===== config.mk =====
export PLATFORM = sky130hd
export DESIGN_NAME = ps2_device_tx
export DESIGN_NICKNAME = d
export VERILOG_FILES = /design/src/rtl/ps2_pkg.sv /design/src/rtl/ps2_tick_div.sv /design/src/rtl/ps2_device_tx.sv
export SDC_FILE = /design/constraint.sdc
export NUM_CORES = 1
export LEC_CHECK = 0
export ABC_AREA = 1
export BUFFER_PORTS_ARGS = -buffer_cell sky130_fd_sc_hd__buf_2
export CORE_AREA = 3 3 63 65
export CTS_CLUSTER_SIZE = 8
export DETAILED_ROUTE_END_ITERATION = 6
export DIE_AREA = 0 0 66 68
export PLACE_DENSITY_LB_ADDON = 0.25
export SYNTH_ARGS = -nofsm -noshare
export SYNTH_HDL_FRONTEND = slang
export SYNTH_SLANG_ARGS = --single-unit
export TNS_END_PERCENT = 20

===== constraint.sdc =====
create_clock -name clk -period 3.8 [get_ports clk]
set_clock_uncertainty 0.2 [all_clocks]
set_input_delay 0.19 -clock clk [delete_from_list [all_inputs] [get_ports clk]]
set_output_delay 0.19 -clock clk [all_outputs]
set_load 0.1 [all_outputs]

===== src/rtl/ps2_pkg.sv =====
// Shared PS/2 definitions: FSM state codes, frame width and frame/parity helpers.
// Used by both the device-side transmitter and the ps2_keyboard receiver.
package ps2_pkg;

    localparam int PS2_FRAME_BITS = 11;

    typedef logic [1:0] ps2_state_t;

    localparam ps2_state_t ST_IDLE = 2'd0;
    localparam ps2_state_t ST_HIGH = 2'd1;
    localparam ps2_state_t ST_LOW  = 2'd2;
    localparam ps2_state_t ST_GAP  = 2'd3;

    function automatic logic ps2_odd_parity(input logic [7:0] b);
        return ~^b;
    endfunction

    // Bit 0 is the start bit, so the vector shifts out LSB first.
    function automatic logic [PS2_FRAME_BITS-1:0] ps2_frame(input logic [7:0] b);
        return {1'b1, ps2_odd_parity(b), b, 1'b0};
    endfunction

endpackage


===== src/rtl/ps2_tick_div.sv =====
// Loadable down-counter; tc is high while the count sits at zero.
// A load restarts the count, so each timed state lasts load_val+1 cycles.
module ps2_tick_div #(
    parameter int W = 4
) (
    input  logic         clk,
    input  logic         clr,
    input  logic         load,
    input  logic [W-1:0] load_val,
    output logic [W-1:0] count,
    output logic         tc
);

    logic [W-1:0] count_r;

    // Count down to zero and hold there until the next load.
    always_ff @(posedge clk) begin
        if (clr) begin
            count_r <= {W{1'b0}};
        end else if (load) begin
            count_r <= load_val;
        end else if (count_r != {W{1'b0}}) begin
            count_r <= count_r - {{(W-1){1'b0}}, 1'b1};
        end else begin
            count_r <= count_r;
        end
    end

    assign count = count_r;
    assign tc    = (count_r == {W{1'b0}});

endmodule


===== src/rtl/ps2_device_tx.sv =====
// Keyboard-side PS/2 transmitter: serialises bytes into 11-bit device-to-host frames.
// Optional host-inhibit handling on ps2_clk_in is enabled with PS2_TX_INHIBIT_EN.
module ps2_device_tx
    import ps2_pkg::*;
#(
    parameter int CLK_DIV    = 2500,
    parameter int GAP_CYCLES = 5000
) (
    input  logic       clk,
    input  logic       clr,
    input  logic [7:0] in_data,
    input  logic       in_valid,
    output logic       in_ready,
    output logic       ps2_clk,
    output logic       ps2_data,
    input  logic       ps2_clk_in,
    output logic       busy,
    output logic       done
);

    localparam int CNT_MAX = (CLK_DIV > GAP_CYCLES) ? CLK_DIV : GAP_CYCLES;
    localparam int CW      = $clog2(CNT_MAX + 1);

    localparam logic [CW-1:0] HALF_LOAD = CW'(CLK_DIV - 1);
    localparam logic [CW-1:0] GAP_LOAD  = CW'(GAP_CYCLES);
    localparam logic [CW-1:0] CNT_ONE   = CW'(1);

    ps2_state_t                state_r;
    ps2_state_t                next_state_s;
    logic [3:0]                bit_idx_r;
    logic [PS2_FRAME_BITS-1:0] frame_r;
    logic [PS2_FRAME_BITS-1:0] frame_s;
    logic                      ps2_clk_r;
    logic                      ps2_data_r;
    logic                      in_ready_r;
    logic                      done_r;
    logic                      abort_r;
    logic                      abort_s;
    logic                      accept_s;
    logic                      inhibit_s;
    logic                      load_s;
    logic [CW-1:0]             load_val_s;
    logic [CW-1:0]             count_s;
    logic                      tc_s;

`ifdef PS2_TX_INHIBIT_EN
    logic [1:0] clk_in_sync_r;

    // Two-flop synchroniser for the host clock line; idles high.
    always_ff @(posedge clk) begin
        if (clr) begin
            clk_in_sync_r <= 2'b11;
        end else begin
            clk_in_sync_r <= {clk_in_sync_r[0], ps2_clk_in};
        end
    end

    assign inhibit_s = ~clk_in_sync_r[1];
`else
    logic unused_clk_in_s;
    assign unused_clk_in_s = ps2_clk_in;
    assign inhibit_s       = 1'b0;
`endif

    assign frame_s  = ps2_frame(in_data);
    assign accept_s = (state_r == ST_IDLE) && in_ready_r && in_valid;

    ps2_tick_div #(.W(CW)) u_tick_div (
        .clk      (clk),
        .clr      (clr),
        .load     (load_s),
        .load_val (load_val_s),
        .count    (count_s),
        .tc       (tc_s)
    );

    // Next-state decode; every transition reloads the shared timer.
    always_comb begin
        next_state_s = state_r;
        load_s       = 1'b0;
        load_val_s   = HALF_LOAD;
        abort_s      = 1'b0;
        case (state_r)
            ST_IDLE: begin
                if (accept_s) begin
                    next_state_s = ST_HIGH;
                    load_s       = 1'b1;
                end else begin
                    next_state_s = ST_IDLE;
                end
            end
            ST_HIGH: begin
                if (inhibit_s && (bit_idx_r < 4'd10)) begin
                    next_state_s = ST_GAP;
                    load_s       = 1'b1;
                    load_val_s   = GAP_LOAD;
                    abort_s      = 1'b1;
                end else if (tc_s) begin
                    next_state_s = ST_LOW;
                    load_s       = 1'b1;
                end else begin
                    next_state_s = ST_HIGH;
                end
            end
            ST_LOW: begin
                if (tc_s && (bit_idx_r < 4'd10)) begin
                    next_state_s = ST_HIGH;
                    load_s       = 1'b1;
                end else if (tc_s) begin
                    next_state_s = ST_GAP;
                    load_s       = 1'b1;
                    load_val_s   = GAP_LOAD;
                end else begin
                    next_state_s = ST_LOW;
                end
            end
            ST_GAP: begin
                if (tc_s) begin
                    next_state_s = ST_IDLE;
                    load_s       = 1'b1;
                end else begin
                    next_state_s = ST_GAP;
                end
            end
            default: begin
                next_state_s = ST_IDLE;
                load_s       = 1'b1;
            end
        endcase
    end

    // State, frame latch and registered line/handshake outputs.
    always_ff @(posedge clk) begin
        if (clr) begin
            state_r    <= ST_IDLE;
            bit_idx_r  <= 4'd0;
            frame_r    <= {PS2_FRAME_BITS{1'b0}};
            ps2_clk_r  <= 1'b1;
            ps2_data_r <= 1'b1;
            in_ready_r <= 1'b0;
            done_r     <= 1'b0;
            abort_r    <= 1'b0;
        end else begin
            state_r    <= next_state_s;
            in_ready_r <= (next_state_s == ST_IDLE) && !inhibit_s;
            // The GAP state runs GAP_CYCLES+1 cycles; done marks its final one.
            done_r     <= (state_r == ST_GAP) && (count_s == CNT_ONE) && !abort_r;
            if (accept_s) begin
                frame_r    <= frame_s;
                bit_idx_r  <= 4'd0;
                ps2_clk_r  <= 1'b1;
                ps2_data_r <= frame_s[0];
                abort_r    <= 1'b0;
            end else if ((state_r == ST_HIGH) && (next_state_s == ST_LOW)) begin
                ps2_clk_r  <= 1'b0;
            end else if ((state_r == ST_LOW) && (next_state_s == ST_HIGH)) begin
                ps2_clk_r  <= 1'b1;
                bit_idx_r  <= bit_idx_r + 4'd1;
                ps2_data_r <= frame_r[bit_idx_r + 4'd1];
            end else if ((state_r != ST_GAP) && (next_state_s == ST_GAP)) begin
                ps2_clk_r  <= 1'b1;
                ps2_data_r <= 1'b1;
                abort_r    <= abort_s;
            end else begin
                ps2_clk_r  <= ps2_clk_r;
                ps2_data_r <= ps2_data_r;
            end
        end
    end

    assign ps2_clk  = ps2_clk_r;
    assign ps2_data = ps2_data_r;
    assign in_ready = in_ready_r;
    assign busy     = (state_r != ST_IDLE);
    assign done     = done_r;

endmodule


==> results of run 1 <==
synth_stat cells (2+ instances only):
master    number  area (um^2)
nand2_1       49          184
nor2_1        35          131
dfxtp_1       33          661
inv_1         25         93.8
o21ai_0       25          125
nand3_1       18         90.1
a21oi_1       15         75.1
xnor2_1        8         70.1
nand2_2        5         31.3
ha_1           3         37.5
nand2_4        3         33.8
nor2_2         3         18.8
nor2_4         3         33.8
nor3_1         3         15.0
xor2_1         3         26.3
a21oi_2        2         17.5
a31oi_1        2         12.5
clkbuf_1       2         7.51
nor4_1         2         12.5
repair_timing:
| action | in CTS | in global routing |
|---|---|---|
| setup buffers | 0 | 0 |
| endpoints found under the hold margin | 9 | 0 |
| gates resized for setup | 0 | 0 |
| hold buffers | 9 | 0 |
flip-flops by register name (all words and copies together), names as in the netlist:
register	cells
in_ready	1
bit_idx_r	4
ps2_data	1
frame_r	10
done	1
ps2_clk	1
u_tick_div.count	13
state_r	2
metrics by stage:
stage               util [%]  instances  setup slack, ps  cell area, um^2
detailed placement      55.7        308             1590             1890
floorplan                  -        252             1700             1790
global placement        55.7        308             1610             1890
finish                  59.8        325             1580             2030
global route            59.8        325             1380             2030
CTS                     59.8        325             1570             2030
power groups by stage:
| stage | clock network [mW] | registers [mW] | logic [mW] |
|---|---|---|---|
| after floorplan | 0 | 0.516 | 0.484 |
| after global placement | 0 | 0.485 | 0.610 |
| after detailed placement | 0 | 0.485 | 0.622 |
| after CTS | 0.193 | 0.478 | 0.631 |
| after global routing | 0.213 | 0.490 | 0.711 |
| final | 0.190 | 0.478 | 0.629 |
area by class of cell:
cell class | count | share of cell area (%)
Clock buffer | 8 | 2.41
Multi-Input combinational cell | 186 | 48.5
Timing Repair Buffer | 24 | 8.15
Sequential cell | 33 | 32.6
Tap cell | 46 | 2.84
Inverter | 28 | 5.49
worst min-delay path by stage:
stage / depth (start not counted) / slack (ps) / endpoint
after floorplan: 1 / 70 / u_tick_div.count[2]
after global placement: 2 / 240 / frame_r[7]
after detailed placement: 2 / 240 / frame_r[7]
after CTS: 2 / 260 / frame_r[7]
after global routing: 2 / 290 / frame_r[8]
final: 2 / 260 / frame_r[7]
cells by family after synthesis:
logic type | after synthesis | share of synthesized area (%)
buffers and inverters | 33 | 7.98
adders and majority gates | 3 | 2.10
and+or+nand+nor | 126 | 33.8
xor gates and xnor gates | 11 | 5.39
AOI/OAI and AO/OA | 46 | 13.8
DFF | 33 | 37.0
worst max-delay path: stages (launching register included):
cell,delay [ps]
dfxtp_1,360
nor2_2,210
nand3_1,570
inv_2,390
nor2_4,90
nand2_1,90
inv_1,60
o21ai_0,70
a21oi_1,60
per-layer routing:
layer	wire [um]	vias up	track usage, %
met5	0	-	0
met4	57	0	7.36
met3	168	7	5.42
met2	1600	27	28.8
met1	1850	726	24.9
li1	-	865	-
==> out/results.tsv, run 1 <==
metric	value	unit
fin. max-slew vios	0	
Slew headroom	49.5	%
number of synthesized flops with an enable pin	0	
antenna violations before repair	0	
Hold Crit Start	frame_r[7]	
Chip Width	66	um
total CTS buffers	5	
Sw Ratio	46.0	%
post-synth cell types	32	
fin crit share	58.4	%
vias in the first global route	1466	
area occupied by registers	661	um^2
# IOs	17	
Pre-antenna DRT Iters	4	
layout cell share with drive strength beyond 1	15.1	%
Worst-Margin Slew	755	ps
routed wire length	3670	um
Power Dens Cells	640	nW/um^2
P_sw	0.597	mW
Critical Path End	u_tick_div.count[4]	
min Tclk post-route	2220	ps
root buffer cell	clkbuf_4	
Syn Std Cell Area	1790	um^2
die area	4490	um^2
sequential power share	36.9	%
DR DRC count	0	
Reg-to-Reg End	u_tick_div.count[4]	
main flop type after synthesis	dfxtp_1	
global-route wire length before repair	6420	um
CTS clk-pin slew, worst paths	90	ps
number of fill cells	325	
Clock Power Share	14.6	%
maximum operating frequency	451	MHz
CP startpoint	state_r[0]	
Mapped Nets	267	
worst hold path class	reg -> reg	
Worst EP arrival	2250	ps
DR vias	1625	
worst vdd ir	0.000398	V
FF+latch count, synth	33	
Post-DRT Antenna Nets	0	
Reg2Reg Launch Point	state_r[0]	
final antenna diode count	0	
number of cell rows	21	
area of the multi-input gates	983	um^2
commonest cells after routing, fill and taps aside	49 x nand2_1, 35 x nor2_1, 33 x dfxtp_1, 25 x inv_1, 25 x o21ai_0	
critical-path maximum fanout	21	
R2R Setup Slk	1580	ps
Final nets	293	
GR Overflow Total	0	
1st-iter DRT viols	71	
Port Buf Inserts	15	
CP Capture Type	flip-flop	
syn avg cell area	7.09	um^2
mean number of vias per cell	5.00	
Area Growth Syn to Fin	13.4	%
Worst setup SP type	flip-flop	
GRT Overall Usage	18.8	%
Max clock buf depth	2	
GPL Wtd Cong	0.815	
sequential share of the synthesized area	37.0	%
CP required	3830	ps
RSZ-0062 raised after global routing	false	
Comb pwr share	48.5	%
leakage	0.946	nW
largest net degree at the start of global routing	22	
Pint	0.700	mW
post-route setup TNS	0	ps
dpl hpwl	2710	um
status	completed	
final setup fails	0	
drt wl/cell	11.3	um
fraction of registers with async set or reset after synthesis	0	%
clock sinks	33	
core area	3390	um^2
Reg2Reg Depth	8	
Synth Warn #	0	
MaxCap Viol Count	0	
H-tree Lvls	2	
Crit Path Category	reg -> reg	
initial core utilization	52.7	%
Mapped Cells	252	
Worst-Skew Late Latency	340	ps
Total Power	1.30	mW
commonest non-fill, non-tap cell in the layout	nand2_1	
hold slack	256	ps
CTS tree	yes	
final hold vios	0	
die height	68	um
(Power assumes the default switching activity.)
==> run 2, diff against run 1 <==
==> constraint.sdc (replaced) <==
create_clock -name clk -period 2.21 [get_ports clk]
set_clock_uncertainty 0.2 [all_clocks]
set_input_delay 0.1105 -clock clk [delete_from_list [all_inputs] [get_ports clk]]
set_output_delay 0.1105 -clock clk [all_outputs]
set_load 0.1 [all_outputs]
==> run 2 against run 1 <==
Against the previous run:
- final area grew 3.0%
- via count shrank 1.3%
- sequential power increased by 72%
- combinational power rose by 75%
- clock-buffer cell count is 3 lower
- non-clock buffer count rose by 1
- critical path depth up 1
- fmax rose by 18%
- sequential share of layout area fell by 0.96 points
- die area did not move
- flip-flop and latch count unchanged
- core utilization grew 1.8 points
- critical path type unchanged
- critical endpoint is now in_ready
- largest power group unchanged
==> out/results.tsv, run 2 (same netlist as run 1, synthesis figures left out) <==
metric	value	unit	change
status	completed		unchanged
min Tclk post-route	1880	ps	was 2220 ps
# placed instances	309		was 308
Hold Crit Start	in_valid		was frame_r[7]
dpl cell area	1900	um^2	was 1890 um^2
worst hold path class	in -> reg		was reg -> reg
number of cell rows	21		unchanged
H-tree Lvls	2		unchanged
core area	3390	um^2	unchanged
routed wire length	3730	um	was 3670 um
Worst-Skew Late Latency	340	ps	about the same
clock sinks	33		unchanged
final hold vios	0		unchanged
drt wl/cell	11.4	um	was 11.3 um
Crit Path Category	reg -> reg		unchanged
CP max stage delay	370	ps	was 570 ps
die area	4490	um^2	unchanged
antenna violations before repair	0		unchanged
final setup fails	0		unchanged
Reg2Reg Launch Point	u_tick_div.count[0]		was state_r[0]
global-route wire length before repair	6300	um	was 6420 um
CP cell instances	inv_1 -> ha_1 -> nand2_2 -> nor2_4 -> nand2_4 -> clkinv_4 -> nand2_1 -> nand3_1 -> nor3_1		was nor2_2 -> nand3_1 -> inv_2 -> nor2_4 -> nand2_1 -> inv_1 -> o21ai_0 -> a21oi_1
number of fill cells	311		was 325
Worst EP arrival	1920	ps	was 2250 ps
CTS clk-pin slew, worst paths	110	ps	was 90 ps
final antenna diode count	0		unchanged
total CTS buffers	5		unchanged
Post-CTS Setup Inserts	0		unchanged
maximum operating frequency	532	MHz	was 451 MHz
DR vias	1604		was 1625
leakage	0.979	nW	was 0.946 nW
Power Dens Cells	1190	nW/um^2	was 640 nW/um^2
Post-DRT Antenna Nets	0		unchanged
largest net degree at the start of global routing	15		was 22
mean number of vias per cell	4.92		was 5.00
GR Overflow Total	0		unchanged
final worst slack	332	ps	was 1580 ps
fin crit share	85.0	%	was 58.4%
Setup WS pre-CTS	340	ps	was 1590 ps
Worst-Margin Slew	487	ps	was 755 ps
CP Capture Type	flip-flop		unchanged
Worst setup SP type	flip-flop		unchanged
1st-iter DRT viols	81		was 71
Hold-fix buffers, CTS	9		unchanged
hold slack	181	ps	was 256 ps
Pre-antenna DRT Iters	4		unchanged
post-route setup TNS	0	ps	unchanged
Slew headroom	67.7	%	was 49.5%
root buffer cell	clkbuf_4		unchanged
initial core utilization	52.7	%	unchanged
highest-delay cell along the critical path	dfxtp_1		was nand3_1
vias in the first global route	1429		was 1466
CP startpoint	u_tick_div.count[0]		was state_r[0]
flip-flop count of the largest register after layout	13		unchanged
# IOs	17		unchanged
layout cell share with drive strength beyond 1	16.4	%	was 15.1%
MaxCap Viol Count	0		unchanged
GPL Wtd Cong	0.850		was 0.815
CTS tree	yes		unchanged
commonest cells after routing, fill and taps aside	49 x nand2_1, 35 x nor2_1, 33 x dfxtp_1, 25 x inv_1, 25 x o21ai_0		unchanged
final std cells w/o fill	326		was 325
GRT Overall Usage	18.6	%	was 18.8%
design area	2090	um^2	was 2030 um^2
Area Growth Syn to Fin	16.9	%	was 13.4%
cts repair resizes	0		unchanged
RSZ-0062 raised after global routing	false		unchanged
CP required	2250	ps	was 3830 ps
Final nets	294		was 293
DR DRC count	0		unchanged
worst vdd ir	0.000709	V	was 0.000398 V
critical-path maximum fanout	10		was 21
fin. max-slew vios	0		unchanged
die height	68	um	unchanged
Port Buf Inserts	15		unchanged
dpl hpwl	2740	um	was 2710 um
commonest non-fill, non-tap cell in the layout	nand2_1		unchanged
Max clock buf depth	2		unchanged
Chip Width	66	um	unchanged
run 2: cell count changes in the layout (fill, tap and decap cells not counted), sizes merged:
| cell | change |
|---|---|
| buf | +1 |
| clkinv | +1 |
| clkbuf | -3 |
| bufinv | +2 |
run 2: cell type report:
class                           count  area (um^2)  area share [%]
Inverter                           28          111            5.33
Clock buffer                        5         37.5            1.80
Tap cell                           46         57.6            2.76
Timing Repair Buffer               25          173            8.27
Sequential cell                    33          661            31.6
Multi-Input combinational cell    186          983            47.1
Clock inverter                      3         65.1            3.12
run 2: worst paths after layout:
check	to	slack [ps]	cells after the start
setup / recovery	in_ready	330	9
setup reg to reg	in_ready	330	9
hold / removal	u_tick_div.count[1]	180	5
hold reg to reg	frame_r[3]	260	2
run 2: per-layer routing:
layer	wire length, um	track usage, %	vias to the layer above	share of wire (%)
li1	-	-	869	-
met1	1840	25.6	691	49
met2	1630	28.5	37	44
met3	201	4.93	7	5.4
met4	60	6.09	0	1.6
met5	0	0	-	0
run 2: through the flow:
step | util [%] | total power [mW]
2_1_floorplan | - | 1.72
3_3_place_gp | 55.9 | 1.89
3_5_place_dp | 55.9 | 1.91
4_1_cts | 61.6 | 2.50
5_1_grt | 61.6 | 2.67
6_report | 61.6 | 2.48
run 2: critical path, delay by kind of cell (launching register included):
family        cells  cell delay, ps
simple gates      6             790
buf+inv           2             190
fa+ha+maj         1             240
flops             1             370
run 2: report_power, final:
group	switching (mW)	leakage [nW]	total (mW)	internal, mW
logic	0.746	0.653	1.10	0.354
clock network	0.211	0.0552	0.561	0.350
registers	0.0954	0.271	0.822	0.727
total	1.05	0.979	2.48	1.43
==> run 3, diff against run 2 <==
==> constraint.sdc (replaced) <==
create_clock -name clk -period 1.54 [get_ports clk]
set_clock_uncertainty 0.2 [all_clocks]
set_input_delay 0.077 -clock clk [delete_from_list [all_inputs] [get_ports clk]]
set_output_delay 0.077 -clock clk [all_outputs]
set_load 0.1 [all_outputs]
==> run 3 against run 2 <==
Against the previous run:
- the flow now finishes with violations (negative setup slack)
- critical path type unchanged
- critical path depth shrank 1
- register-to-register slack lost 430 ps
- first-iteration DRC count grew 14%
- sequential power grew 47%
- hold slack lost 130 ps
- combinational power grew 130%
- core utilization grew 14 points
- final area grew 22%
- clock-buffer cell count grew 1
==> out/results.tsv, run 3 (same netlist as run 1, synthesis figures left out) <==
metric	value	unit	change
status	finished, violations left		was completed
violated checks	negative setup slack		
largest net degree at the start of global routing	14		was 15
Chip Width	66	um	unchanged
Reg-to-Reg End	ps2_data		was in_ready
GPL Wtd Cong	0.834		was 0.850
R2R Setup Slk	-90	ps	was 330 ps
GR Overflow Total	0		unchanged
# IOs	17		unchanged
Crit Path Category	reg -> reg		unchanged
final setup fails	21		was 0
dpl cell area	2210	um^2	was 1900 um^2
post-route setup TNS	-1040	ps	was 0 ps
DR DRC count	0		unchanged
min Tclk post-route	1630	ps	was 1880 ps
Port Buf Inserts	15		unchanged
global-route wire length before repair	7260	um	was 6300 um
clock sinks	33		unchanged
root buffer cell	clkbuf_4		unchanged
GRT Max-Usage Layer	met2		unchanged
MaxCap Viol Count	0		unchanged
Top cell by count, worst path	nand2_4		
DR vias	1842		was 1604
fin crit share	106	%	was 85.0%
Worst-Skew Late Latency	360	ps	was 340 ps
maximum operating frequency	612	MHz	was 532 MHz
fin. max-slew vios	0		unchanged
flip-flop count of the largest register after layout	13		unchanged
Hold Path End	ps2_clk		was u_tick_div.count[1]
Pre-antenna DRT Iters	5		was 4
die height	68	um	unchanged
worst hold path class	in -> reg		unchanged
number of fill cells	249		was 311
Worst EP arrival	1680	ps	was 1920 ps
Worst setup SP type	flip-flop		unchanged
CTS tree	yes		unchanged
leakage	1.18	nW	was 0.979 nW
commonest non-fill, non-tap cell in the layout	nand2_1		unchanged
Reg2Reg Launch Point	u_tick_div.count[6]		was u_tick_div.count[0]
hold depth	5		unchanged
Power Dens Cells	1650	nW/um^2	was 1190 nW/um^2
GR Util met2	33.0	%	was 28.5%
vias in the first global route	1624		was 1429
die area	4490	um^2	unchanged
mean number of vias per cell	5.05		was 4.92
dpl hpwl	3110	um	was 2740 um
CP required	1580	ps	was 2250 ps
GRT Overall Usage	21.4	%	was 18.6%
core area	3390	um^2	unchanged
RSZ-0062 raised after global routing	true		was false
commonest cells after routing, fill and taps aside	42 x nand2_1, 38 x buf_4, 30 x nor2_1, 23 x dfxtp_1, 22 x inv_1		was 49 x nand2_1, 35 x nor2_1, 33 x dfxtp_1, 25 x inv_1, 25 x o21ai_0
antenna violations before repair	0		unchanged
final antenna diode count	0		unchanged
initial core utilization	52.7	%	unchanged
Worst path top cell family by delay	simple AND/OR/NAND/NOR gates		unchanged
1st-iter DRT viols	92		was 81
Final nets	333		was 294
Area Growth Syn to Fin	42.9	%	was 16.9%
design area	2550	um^2	was 2090 um^2
CP Capture Type	flip-flop		unchanged
met1 usage	28.7	%	was 25.6%
CP cell instances	nor2_1 -> nand2_2 -> nor2_4 -> nand2_4 -> inv_8 -> nand2_4 -> a31oi_2 -> nand2_1		was inv_1 -> ha_1 -> nand2_2 -> nor2_4 -> nand2_4 -> clkinv_4 -> nand2_1 -> nand3_1 -> nor3_1
Max clock buf depth	2		unchanged
highest-delay cell along the critical path	dfxtp_1		unchanged
total CTS buffers	5		unchanged
critical-path maximum fanout	7		was 10
worst vdd ir	0.00117	V	was 0.000709 V
Worst-Margin Slew	488	ps	was 487 ps
final hold vios	0		unchanged
Post-DRT Antenna Nets	0		unchanged
CTS clk-pin slew, worst paths	120	ps	was 110 ps
met3 usage	4.93	%	unchanged
number of cell rows	21		unchanged
routed wire length	4670	um	was 3730 um
Hold Crit Start	in_valid		unchanged
CP Buf/Inv Count	1		was 2
Reg2Reg Depth	8		was 9
layout cell share with drive strength beyond 1	38.2	%	was 16.4%
Slew headroom	67.7	%	about the same
final worst slack	-94.8	ps	was 332 ps
CP max stage delay	330	ps	was 370 ps
H-tree Lvls	2		unchanged
Levels on crit path	8		was 9
drt wl/cell	12.8	um	was 11.4 um
-- run 3: layer usage --
metal / routed length (um) / vias up
li1: - / 944
met1: 2220 / 850
met2: 2130 / 40
met3: 255 / 8
met4: 72 / 0
met5: 0 / -
-- run 3: cell type report --
| cell class | count | area, um^2 | share of cell area [%] |
|---|---|---|---|
| multi-input combinational | 186 | 1160 | 45.5 |
| sequential | 33 | 676 | 26.5 |
| clock inverter | 2 | 10.0 | 0.392 |
| tap | 46 | 57.6 | 2.25 |
| inverter | 28 | 118 | 4.61 |
| clock buffer | 6 | 41.3 | 1.62 |
| timing repair buffer | 64 | 488 | 19.1 |
-- run 3: power by group --
group	leakage, nW	switching, mW	internal (mW)
registers	0.275	0.145	1.06
clock network	0.0320	0.314	0.174
logic	0.878	1.42	1.08
-- run 3: worst max-delay path by stage --
stage                         from                    to  slack (ps)
6_report       u_tick_div.count[6]              ps2_data         -90
5_1_grt                 state_r[0]   u_tick_div.count[4]        -150
4_1_cts        u_tick_div.count[1]          bit_idx_r[2]         -60
3_5_place_dp   u_tick_div.count[4]          bit_idx_r[2]         -80
3_3_place_gp   u_tick_div.count[1]          bit_idx_r[1]         -50
2_1_floorplan           state_r[1]  u_tick_div.count[11]        -220
-- run 3: through the flow --
stage	std cells	power [mW]	setup WS, ps	hold slack [ps]	util [%]
6_report	365	4.20	-94.8	52.3	75.3
5_1_grt	365	4.51	-152	92.7	75.3
4_1_cts	362	3.88	-58.8	1.70	70.9
3_5_place_dp	345	3.25	-81.4	167	65.3
3_3_place_gp	345	3.21	-50.3	152	65.3
2_1_floorplan	252	2.52	-221	-45.5	-
-- run 3: timing repair --
item / 4_1_cts / 5_1_grt
hold buffers: 9 / 0
endpoints found under the hold margin: 20 / 0
gates resized for setup: 19 / 32
setup buffers: 0 / 3
setup endpoints to repair: 22 / 23
pin swaps: 7 / 14
-- run 3: worst min-delay path, cell delays in order --
cell and delay, ps:
buf_2 90, nand3_2 160, inv_2 130, nor2_4 60
nand2_1 60
